[config.mk]
export PLATFORM = sky130hd
export DESIGN_NAME = onehot_sequencer
export DESIGN_NICKNAME = d
export VERILOG_FILES = /design/src/rtl/onehot_sequencer.sv
export SDC_FILE = /design/constraint.sdc
export NUM_CORES = 1
export LEC_CHECK = 0
export ABC_AREA = 1
export BUFFER_PORTS_ARGS = -buffer_cell sky130_fd_sc_hd__buf_4
export CORE_AREA = 5 5 42 44
export DETAILED_ROUTE_END_ITERATION = 12
export DIE_AREA = 0 0 47 49
export PLACE_DENSITY = 0.7
export SKIP_LAST_GASP = 1
export SYNTH_ARGS = -nofsm -noshare
export SYNTH_HDL_FRONTEND = slang
export SYNTH_SLANG_ARGS = --single-unit
[constraint.sdc]
create_clock -name clk -period 1.82 [get_ports clk]
set_input_delay 0.364 -clock clk [delete_from_list [all_inputs] [get_ports clk]]
set_output_delay 0.364 -clock clk [all_outputs]
set_load 0.05 [all_outputs]
[src/rtl/onehot_sequencer.sv]
// One-hot position sequencer: loads, steps up/down with modulo wrap, and pulses wrap at end of range.
// Optional bounce (ping-pong) mode is compiled in with `define ONEHOT_SEQ_BOUNCE_EN.
module onehot_sequencer #(
   parameter int N = 3
) (
   input  logic                clk,
   input  logic                rst_n,
   input  logic                en,
   input  logic                load,
   input  logic [N-1:0]        in,
   input  logic                dir,
`ifdef ONEHOT_SEQ_BOUNCE_EN
   input  logic                bounce,
`endif
   output logic [(1<<N)-1:0]   out,
   output logic [N-1:0]        idx,
   output logic                wrap
);

   localparam int M = 2**N;
   localparam logic [M-1:0] OUT_RST = {{(M-1){1'b0}}, 1'b1};
   localparam logic [N-1:0] IDX_TOP = N'(M-1);

   logic [N-1:0] idx_q, idx_d;
   logic [M-1:0] out_q, out_d;
   logic         wrap_q, wrap_d;
   logic         eff_dir;
   logic         at_end;

`ifdef ONEHOT_SEQ_BOUNCE_EN
   localparam logic [N-1:0] IDX_TOP_IN = N'(M-2);
   localparam logic [N-1:0] IDX_BOT_IN = N'(1);
   logic flip_q, flip_d;
   assign eff_dir = dir ^ flip_q;
`else
   assign eff_dir = dir;
`endif

   // A step from this position in the effective direction crosses the end of range.
   assign at_end = eff_dir ? (idx_q == '0) : (idx_q == IDX_TOP);

   always_comb begin
      idx_d  = idx_q;
      wrap_d = 1'b0;
`ifdef ONEHOT_SEQ_BOUNCE_EN
      flip_d = flip_q;
`endif
      if (load) begin
         idx_d = in;
`ifdef ONEHOT_SEQ_BOUNCE_EN
         flip_d = 1'b0;
`endif
      end else if (en) begin
         idx_d  = eff_dir ? (idx_q - N'(1)) : (idx_q + N'(1));
         wrap_d = at_end;
`ifdef ONEHOT_SEQ_BOUNCE_EN
         if (at_end && bounce) begin
            idx_d  = eff_dir ? IDX_BOT_IN : IDX_TOP_IN;
            flip_d = ~flip_q;
         end
`endif
      end
      out_d = OUT_RST << idx_d;
   end

   always_ff @(posedge clk or negedge rst_n) begin
      if (!rst_n) begin
         idx_q  <= '0;
         out_q  <= OUT_RST;
         wrap_q <= 1'b0;
`ifdef ONEHOT_SEQ_BOUNCE_EN
         flip_q <= 1'b0;
`endif
      end else begin
         idx_q  <= idx_d;
         out_q  <= out_d;
         wrap_q <= wrap_d;
`ifdef ONEHOT_SEQ_BOUNCE_EN
         flip_q <= flip_d;
`endif
      end
   end

   assign out  = out_q;
   assign idx  = idx_q;
   assign wrap = wrap_q;

endmodule

## Word-level counts from Yosys, hierarchy flattened

Index checks and enable logic that the tools add are counted.

| word-level totals | value |
|---|---|
| flip-flop bits (word level) | 12 |
| logic and storage cells | 14 |

| cells by class | value |
|---|---|
| $add $sub $neg | 2 |
| equality and inequality tests | 1 |
| shifts and indexed selects | 1 |
| multiplexer cells | 6 |
| reduce and logical (&&, ||, !) cells | 1 |

Operator list:

| kind | count |
|---|---|
| two-way mux 3 bit | 3 |
| << shifter 1 x 3 -> 8 bit (first input constant) | 1 |
| adder 3 x 1 -> 3 bit (second input constant) | 1 |
| == test 3 bit (second input constant) | 1 |
| logical NOT 3 bit | 1 |
| two-way mux 1 bit | 3 |
| subtractor 3 x 1 -> 3 bit (second input constant) | 1 |

## Logic depth before layout (Yosys ltp)

Gate-level depths: netlist (run 1).

| depth | value |
|---|---|
| depth after elaboration | 5 |
| gate-level depth with buffers | 9 |
| gate-level depth less buffers | 9 |

## Worst setup path before layout (run 1)

Ideal clock, no wire load.

| timing path | value |
|---|---|
| path type | reg2reg |
| start | register idx_q[0] (netlist: idx[0]) |
| end | register out_q[3] (netlist: out[3]) |
| arrival | 1,753 ps |
| slack | -5 ps |
| cell stages (with the launch flop) | 8 |
| path through | dfrtp_1 inv_1 fa_1 a21oi_2 nand2_1 nand2_1 nand2_1 nor2_1 |

| between the ends | value |
|---|---|
| longest elaborated chain between the ends | 5 |
| elaborated cells between the ends (all ways) | 6 |

Ends and longest elaborated chain:

| item | line | source |
|---|---|---|
| start: declaration | 24 | `logic [N-1:0] idx_q, idx_d;` |
| start signal: assignment | 75 | `idx_q <= idx_d;` |
| adder 3 x 1 -> 3 bit / subtractor 3 x 1 -> 3 bit (equally long branches) | 54 | `idx_d = eff_dir ? (idx_q - N'(1)) : (idx_q + N'(1));` |
| two-way mux 3 bit * | 54 |  |
| two-way mux 3 bit * | 53 | `end else if (en) begin` |
| two-way mux 3 bit * | 48 | `if (load) begin` |
| via idx_d[1] | 24 |  |
| << shifter 1 x 3 -> 8 bit * | 63 | `out_d = OUT_RST << idx_d;` |
| via out_d[3] | 25 | `logic [M-1:0] out_q, out_d;` |
| end signal: assignment | 76 | `out_q <= out_d;` |
| end: declaration | 25 |  |

The timed path passes the listed nets; every way through them passes the cells marked *.

## Final worst setup path (run 1)

| timing path | value |
|---|---|
| start | register idx_q[0] (netlist: idx[0]) |
| end | register out_q[1] (netlist: out[1]) |

The elaborated chain is that of the path after synthesis.

==> results of run 1 <==
worst max-delay path: stages, from the launching register on:
cell                      delay (ps)
sky130_fd_sc_hd__dfrtp_2         420
sky130_fd_sc_hd__inv_1            70
sky130_fd_sc_hd__fa_1            400
sky130_fd_sc_hd__nand2_1         120
sky130_fd_sc_hd__nand3_1         100
sky130_fd_sc_hd__nand2_1          60
sky130_fd_sc_hd__nand3_1          60
sky130_fd_sc_hd__nand2_1         180
sky130_fd_sc_hd__nor2_1           70
worst paths after layout:
| kind | startpoint | slack, ps | to | depth (start not counted) |
|---|---|---|---|---|
| hold reg to reg | idx[0] | 660 | wrap | 3 |
| min in group asynchronous | rst_n | 470 | out[4] | 2 |
| setup / recovery | idx[0] | 220 | out[1] | 8 |
| setup reg to reg | idx[0] | 220 | out[1] | 8 |
| max in group asynchronous | rst_n | 1130 | out[0] | 2 |
| hold / removal | in[1] | 360 | idx[1] | 3 |
final cells by class:
cell class	instances	area, um^2
multi-input combinational	41	234
fill	149	633
timing repair buffer	20	153
tap	16	20.0
inverter	6	22.5
sequential	12	303
clock buffer	4	36.3
cells in the final DEF, fill, tap and decap left out, types with 2 or more instances in the layout:
| cell type | Yosys | final |
|---|---|---|
| sky130_fd_sc_hd__nand3_1 | 4 | 4 |
| sky130_fd_sc_hd__clkbuf_4 | 0 | 3 |
| sky130_fd_sc_hd__nand2_1 | 14 | 14 |
| sky130_fd_sc_hd__dfrtp_1 | 11 | 10 |
| sky130_fd_sc_hd__buf_4 | 0 | 19 |
| sky130_fd_sc_hd__nand4_1 | 2 | 2 |
| sky130_fd_sc_hd__inv_1 | 5 | 5 |
| sky130_fd_sc_hd__nor2_1 | 11 | 11 |
sequential cells by signal, summed over array words and instances (netlist names):
name,flops
idx,3
out,8
wrap,1
cells by family after synthesis:
family                   Yosys count  synth area share (%)
AO/OA/AOI/OAI                      6                  10.3
XOR/XNOR                           1                  2.86
adder cells (fa/ha/maj)            1                  3.52
buffers and inverters              7                  5.93
flip-flops                        12                  53.0
AND/OR/NAND/NOR                   33                  24.4
power groups by stage:
stage	sequential [mW]	clock (mW)	combinational (mW)
finish	0.313	0.208	0.270
global route	0.317	0.233	0.291
CTS	0.314	0.210	0.273
detailed placement	0.318	0	0.271
global placement	0.317	0	0.267
floorplan	0.414	0	0.0943
cells in the mapped netlist:
master | count | share of area, %
sky130_fd_sc_hd__inv_2 | 1 | 0.66
sky130_fd_sc_hd__nor2_1 | 11 | 7.3
sky130_fd_sc_hd__nand4_1 | 2 | 2.2
sky130_fd_sc_hd__nand3_1 | 4 | 3.5
sky130_fd_sc_hd__a21boi_2 | 1 | 2.0
sky130_fd_sc_hd__inv_1 | 5 | 3.3
sky130_fd_sc_hd__dfstp_2 | 1 | 4.6
sky130_fd_sc_hd__a21oi_4 | 1 | 2.9
sky130_fd_sc_hd__buf_6 | 1 | 2.0
sky130_fd_sc_hd__nand2_2 | 1 | 1.1
sky130_fd_sc_hd__nand2_1 | 14 | 9.2
sky130_fd_sc_hd__fa_1 | 1 | 3.5
sky130_fd_sc_hd__a22oi_1 | 1 | 1.3
sky130_fd_sc_hd__or2_0 | 1 | 1.1
sky130_fd_sc_hd__o22ai_1 | 1 | 1.1
sky130_fd_sc_hd__xnor2_2 | 1 | 2.9
sky130_fd_sc_hd__a21oi_2 | 1 | 1.5
sky130_fd_sc_hd__o21ai_2 | 1 | 1.5
sky130_fd_sc_hd__dfrtp_1 | 11 | 48
what timing repair did:
item,CTS,global route
resized for setup,0,0
hold endpoints to repair,11,0
hold buffers,1,0
metrics by stage:
step	hold WS [ps]	instance area [um^2]
finish	362	768
floorplan	68.4	571
detailed placement	208	722
global placement	205	722
CTS	358	768
global route	378	768
metal layers:
layer,up-vias,GRT usage (%),wire length (um)
li1,237,-,-
met1,218,12.6,456
met2,16,19.0,592
met3,0,3.32,70
met4,0,5.53,0
met5,-,0,0
==> results.txt, run 1 <==
The flow ran to the end, and the final reports show no timing, DRC or antenna violations. The number of cells in the design after placement is 94. For this design the ratio of total power to cell area is 1030 nW/um^2. The internal cell power is 0.504 mW. The fraction of layout cells with a size suffix above 1 is 38.6%. Counting every sink on the clock net gives 12. The global-route congestion overflow total came out at 0. The number of inserted diodes came out at 0. The tree is rooted in a sky130_fd_sc_hd__clkbuf_4.

The warning count from the yosys run came out at 0. The power consumption came out at 0.791 mW. The post-placement setup slack is approximately 150 ps.

The combined global-route utilization of all metal layers came out at between 10% and 20%. The number of global-route vias before repair is 468. Of the available clock period, the critical path in the final layout requires 88.1%. The number of antenna-violating nets in the routed design is 0. The sequential-to-total area share from yosys stat is 53.0%. The initial standard-cell utilization of the core is 40.6%. For this run, the post-layout net count is 93.

The die footprint came out at 2300 um^2. The mapped cell area is 569 um^2. The I/O pin total is 20.

For this block, the routed nets add up to 1120 um of wire. The first global-routing pass estimated 1860 um of wire. The number of antenna violations at the first check in global routing came to 0. STA puts the critical path data arrival time at 1760 ps.

The largest fanout of any net on the critical path came out at 5. In this run the static leakage power is 0.407 nW. The number of clock buffers inserted by TritonCTS came out at 3. The worst-case clock buffer depth is 2. The width of the die is approximately 47 um. The setup violation total in the final timing report is 0. The startpoint kind of the worst setup timing path is a register. The final number of max-transition violations was 0. The critical path capture point type is a register. Setup repair after global routing left no endpoint under its margin. Across the VDD grid, the largest voltage drop is 371 uV. The highest achievable clock rate is approximately 620 MHz. During placement, the flow inserted port buffers numbering 19. CTS built an H-tree with a depth of 1.

The post-synthesis register bit count came out at 12. The number of standard cells after synthesis came out at 60. The count of unique library cells instantiated by Yosys is 19.

The part of the power in combinational logic came out at about a third. For the finished layout, the period the worst path requires is ~1600 ps. For this block, the initial DRC count from the detailed router was 6. The routed wirelength normalized by instance count is 11.3 um. The routability-driven placement congestion ratio is 0.776. The register share of total power is 39.6%. The residual DRC count came out at 0. The number of failing hold endpoints at the final stage is 0.

For the pin with the worst max-slew slack, the measured transition is 226 ps. The first-pass iteration count of the detailed router came out at 4. The growth of design area from synthesis to finish is 34.9%. The remaining max-slew budget at the tightest pin is between 80 and 90%.

TritonCTS built the clock tree. The worst endpoint required time is 1980 ps. The critical path is of the register to register type. The summed negative setup slack over all endpoints is 0 ps. The core region is 1400 um^2.

The total of max-cap violations is 0. The proportion of total power due to net switching came out at 36.3%. The power share of the clock group came out at a little over a quarter. The worst-case setup margin in the final layout came out at 216 ps. The via density per instance is 4.76. Summed over all nets, the switching power comes to between 0.2 and 0.3 mW. The per-instance average area after synthesis is 9.49 um^2. The post-layout instance count excluding filler cells came out at ~100. The pin count of the biggest net entering global routing is 13. The floorplan row count is 14. The clock skew after layout came out at 1.48 ps.

Once detailed placement completed, the half-perimeter wirelength came to between 800 and 900 um. The routed via count came out at 471. Clock-pin slew was measured on the worst setup and hold paths at 70 ps. The clock latency on the worst-skew pair is 270 ps. The die is between 40 and 50 um tall. The post-CTS setup buffer count came out at 0. The worst hold path belongs to the class input pin to register. The number of nets produced by synthesis came out at 69. Measured on the finished design, the core utilization comes to 54.8%.
No activity file was read; power rests on OpenSTA's default activity.
==> run 2, diff against run 1 <==
- GPL_TIMING_DRIVEN: default -> 0
==> run 2 against run 1 <==
Final cell count unchanged; count of clock-buffer cells in the layout stayed put; global-route usage rose by 0.49 points; via count grew 0.21%; die area stayed put; critical path depth shrank 1; clock power about the same; critical endpoint is now out[6]; first-iteration DRC count grew 50%; total power up 0.18%.
==> results.txt, run 2 (same netlist as run 1, synthesis figures left out) <==
The number of flip-flops in the largest register is 8 (unchanged). The core area came out at 1400 um^2 (unchanged). The final number of max-transition violations came out at 0 (unchanged). The number of clock buffers inserted by TritonCTS is 3 (unchanged). The floorplan row count came out at 14 (unchanged). The I/O pin total is 20 (unchanged).

The worst endpoint required time came out at 2020 ps (+40 ps). The growth of design area from synthesis to finish is 35.6%. The detailed-route wire length on metal 1 came out at 442 um (-3.1%). The combined global-route utilization of all metal layers is 11.9% (+0.49 points).

The worst hold path belongs to the class input pin to register. The routability-driven placement congestion ratio is 0.766 (-1.2%). The power consumption was 0.792 mW (+0.18%). The root buffer selected by CTS is sky130_fd_sc_hd__clkbuf_4. The worst supply voltage drop on vdd came to 584 uV (+57%). The total of max-cap violations is 0 (unchanged).

The highest layer touched by signal routing is met4. The die footprint came out at 2300 um^2 (unchanged). The worst-case register-to-register setup slack is 210 ps (about the same). The worst setup path is captured at a register. The worst-case clock buffer depth is 2 (unchanged). The clock skew after layout came to 2.18 ps (+0.691 ps). The worst setup path is launched from a register. Leaving out fill and tap cells, the most frequent cell in the layout is sky130_fd_sc_hd__buf_4.

In this run the worst setup path begins at idx[0]. The remaining max-slew budget at the tightest pin came out at 84.5% (-0.31 points). The count of buffer and inverter cells on the critical path is 1 (unchanged).

The number of nets in the layout came out at 93 (unchanged). The number of global-route vias before repair is 467 (-0.21%). The depth of the most critical reg-to-reg path is 7 (-1). The width of the die was 47 um (unchanged). The fraction of layout cells with a size suffix above 1 came out at 38.6% (unchanged). The ratio of final minimum period to clock period is 88.3% (+0.19 points). The routed length on met3 is 76 um (+8.6%).

The residual DRC count came to 0 (unchanged). The critical path arrival is 1810 ps (+50 ps). In the layout the commonest cells are sky130_fd_sc_hd__buf_4 (18), sky130_fd_sc_hd__nand2_1 (14), sky130_fd_sc_hd__nor2_1 (11). The endpoint identified for the worst register-to-register timing path is out[6]. The global-route wire length before repair came to 1970 um (+5.5%). The total half-perimeter wirelength after legalization and detailed placement is 899 um (about the same). TritonCTS built the clock tree.

Walking the worst path, the cells encountered are inv_1 > fa_1 > a21oi_2 > nand2_1 > nand2_1 > nand2_1 > nor2_1. The number of DRC markers in iteration 0 came out at 9 (+3). The power density over cell area is 1030 nW/um^2 (-0.30%). The setup violation total in the final timing report came out at 0 (unchanged).

The routed wirelength normalized by instance count came out at 11.4 um (+0.89%). The flow ran to the end, and the final reports show no timing, DRC or antenna violations. The reg-to-reg startpoint is idx[0]. The number of antenna-violating nets in the routed design was 0 (unchanged). The total routed wirelength is 1130 um (+0.89%). The number of inserted diodes was 0 (unchanged). The slowest cell on the critical path is sky130_fd_sc_hd__dfrtp_2. In this run the worst setup path terminates at out[6]. The largest fanout of any net on the critical path came out at 5 (unchanged). The number of logic stages on the critical path including buffering came out at 7 (-1).

The time the worst path needs with I/O delays and setup is 1610 ps (+3.44 ps). The largest stage delay on the critical path was 450 ps (+30 ps). The most numerous cell type found on the critical path is sky130_fd_sc_hd__nand2_1. The via density per instance is 4.77 (+0.21%). Setup repair after global routing left no endpoint under its margin. The number of antenna violations at the first check in global routing is 0 (unchanged). The number of failing hold endpoints at the final stage was 0 (unchanged). The height of the chip is 49 um (unchanged). The total of buffers placed on input and output ports is 18 (-1).

The initial standard-cell utilization of the core is 40.6% (unchanged). The routed via count was 472 (+0.21%). The first-pass iteration count of the detailed router came to 4 (unchanged). The pin count of the biggest net entering global routing came to 13 (unchanged). The measured slew at the worst slew-check pin is 231 ps (+4.68 ps). The category of cells accounting for the largest share of critical-path delay is flip-flops. The H-tree depth is 1 (unchanged). The clock latency on the worst-skew pair came out at 270 ps (about the same). The summed negative setup slack over all endpoints came out at 0 ps (unchanged). The clock-pin slew on the worst setup and hold paths is 70 ps (about the same).

The highest achievable clock rate is 622 MHz (-0.21%). The post-CTS setup buffer count was 0 (unchanged). The number of sinks driven by the clock tree is 12 (unchanged). The type of the worst setup path is register to register. The number of inserted filler cells in the final layout came out at 141 (-5.4%).

The detailed-routed wire length on met2 is 602 um (+1.7%). The leakage power was 0.408 nW (+0.31%). The global-route congestion overflow total came out at 0 (unchanged).
-- run 2: final cells by class --
type / instances / area [um^2] / share of cell area [%]
flip-flops and latches: 12 / 303 / 39.2
well taps: 16 / 20.0 / 2.59
multi-input cells: 41 / 234 / 30.3
repair buffers: 19 / 145 / 18.8
clock buffers: 4 / 36.3 / 4.70
plain buffers: 1 / 11.3 / 1.46
inverters: 6 / 22.5 / 2.92
-- run 2: tightest hold or removal path, stage by stage --
cell,delay (ps)
sky130_fd_sc_hd__buf_6,110
sky130_fd_sc_hd__nand3_1,70
sky130_fd_sc_hd__nor2_1,40
-- run 2: repair_timing --
item | 4_1_cts | 5_1_grt
resized for setup | 0 | 0
hold endpoints to repair | 11 | 0
hold buffers | 1 | 0
-- run 2: worst min path at each step --
stage / start / endpoint / cells after the start
2_1_floorplan: rst_n / idx[0] / 0
3_3_place_gp: rst_n / out[4] / 1
3_5_place_dp: rst_n / out[4] / 1
4_1_cts: en / wrap / 3
5_1_grt: en / wrap / 3
6_report: en / wrap / 3
-- run 2: power by group --
| group | switching [mW] | leakage, nW | internal (mW) |
|---|---|---|---|
| Combinational | 0.184 | 0.235 | 0.0877 |
| Clock | 0.0863 | 0.0210 | 0.122 |
| Sequential | 0.0167 | 0.152 | 0.295 |
-- run 2: layer usage --
metal / vias to the layer above / track usage [%]
li1: 237 / -
met1: 216 / 13.5
met2: 17 / 18.3
met3: 2 / 3.32
met4: 0 / 8.29
met5: - / 0
-- run 2: metrics by stage --
step	cells	utilization, %	area (um^2)	worst slack (ps)	hold WS [ps]
floorplan	60	-	571	59.0	68.4
global placement	94	51.8	726	192	204
detailed placement	94	51.8	726	157	209
CTS	99	55.1	772	204	349
global route	99	55.1	772	65.1	338
finish	99	55.1	772	212	348
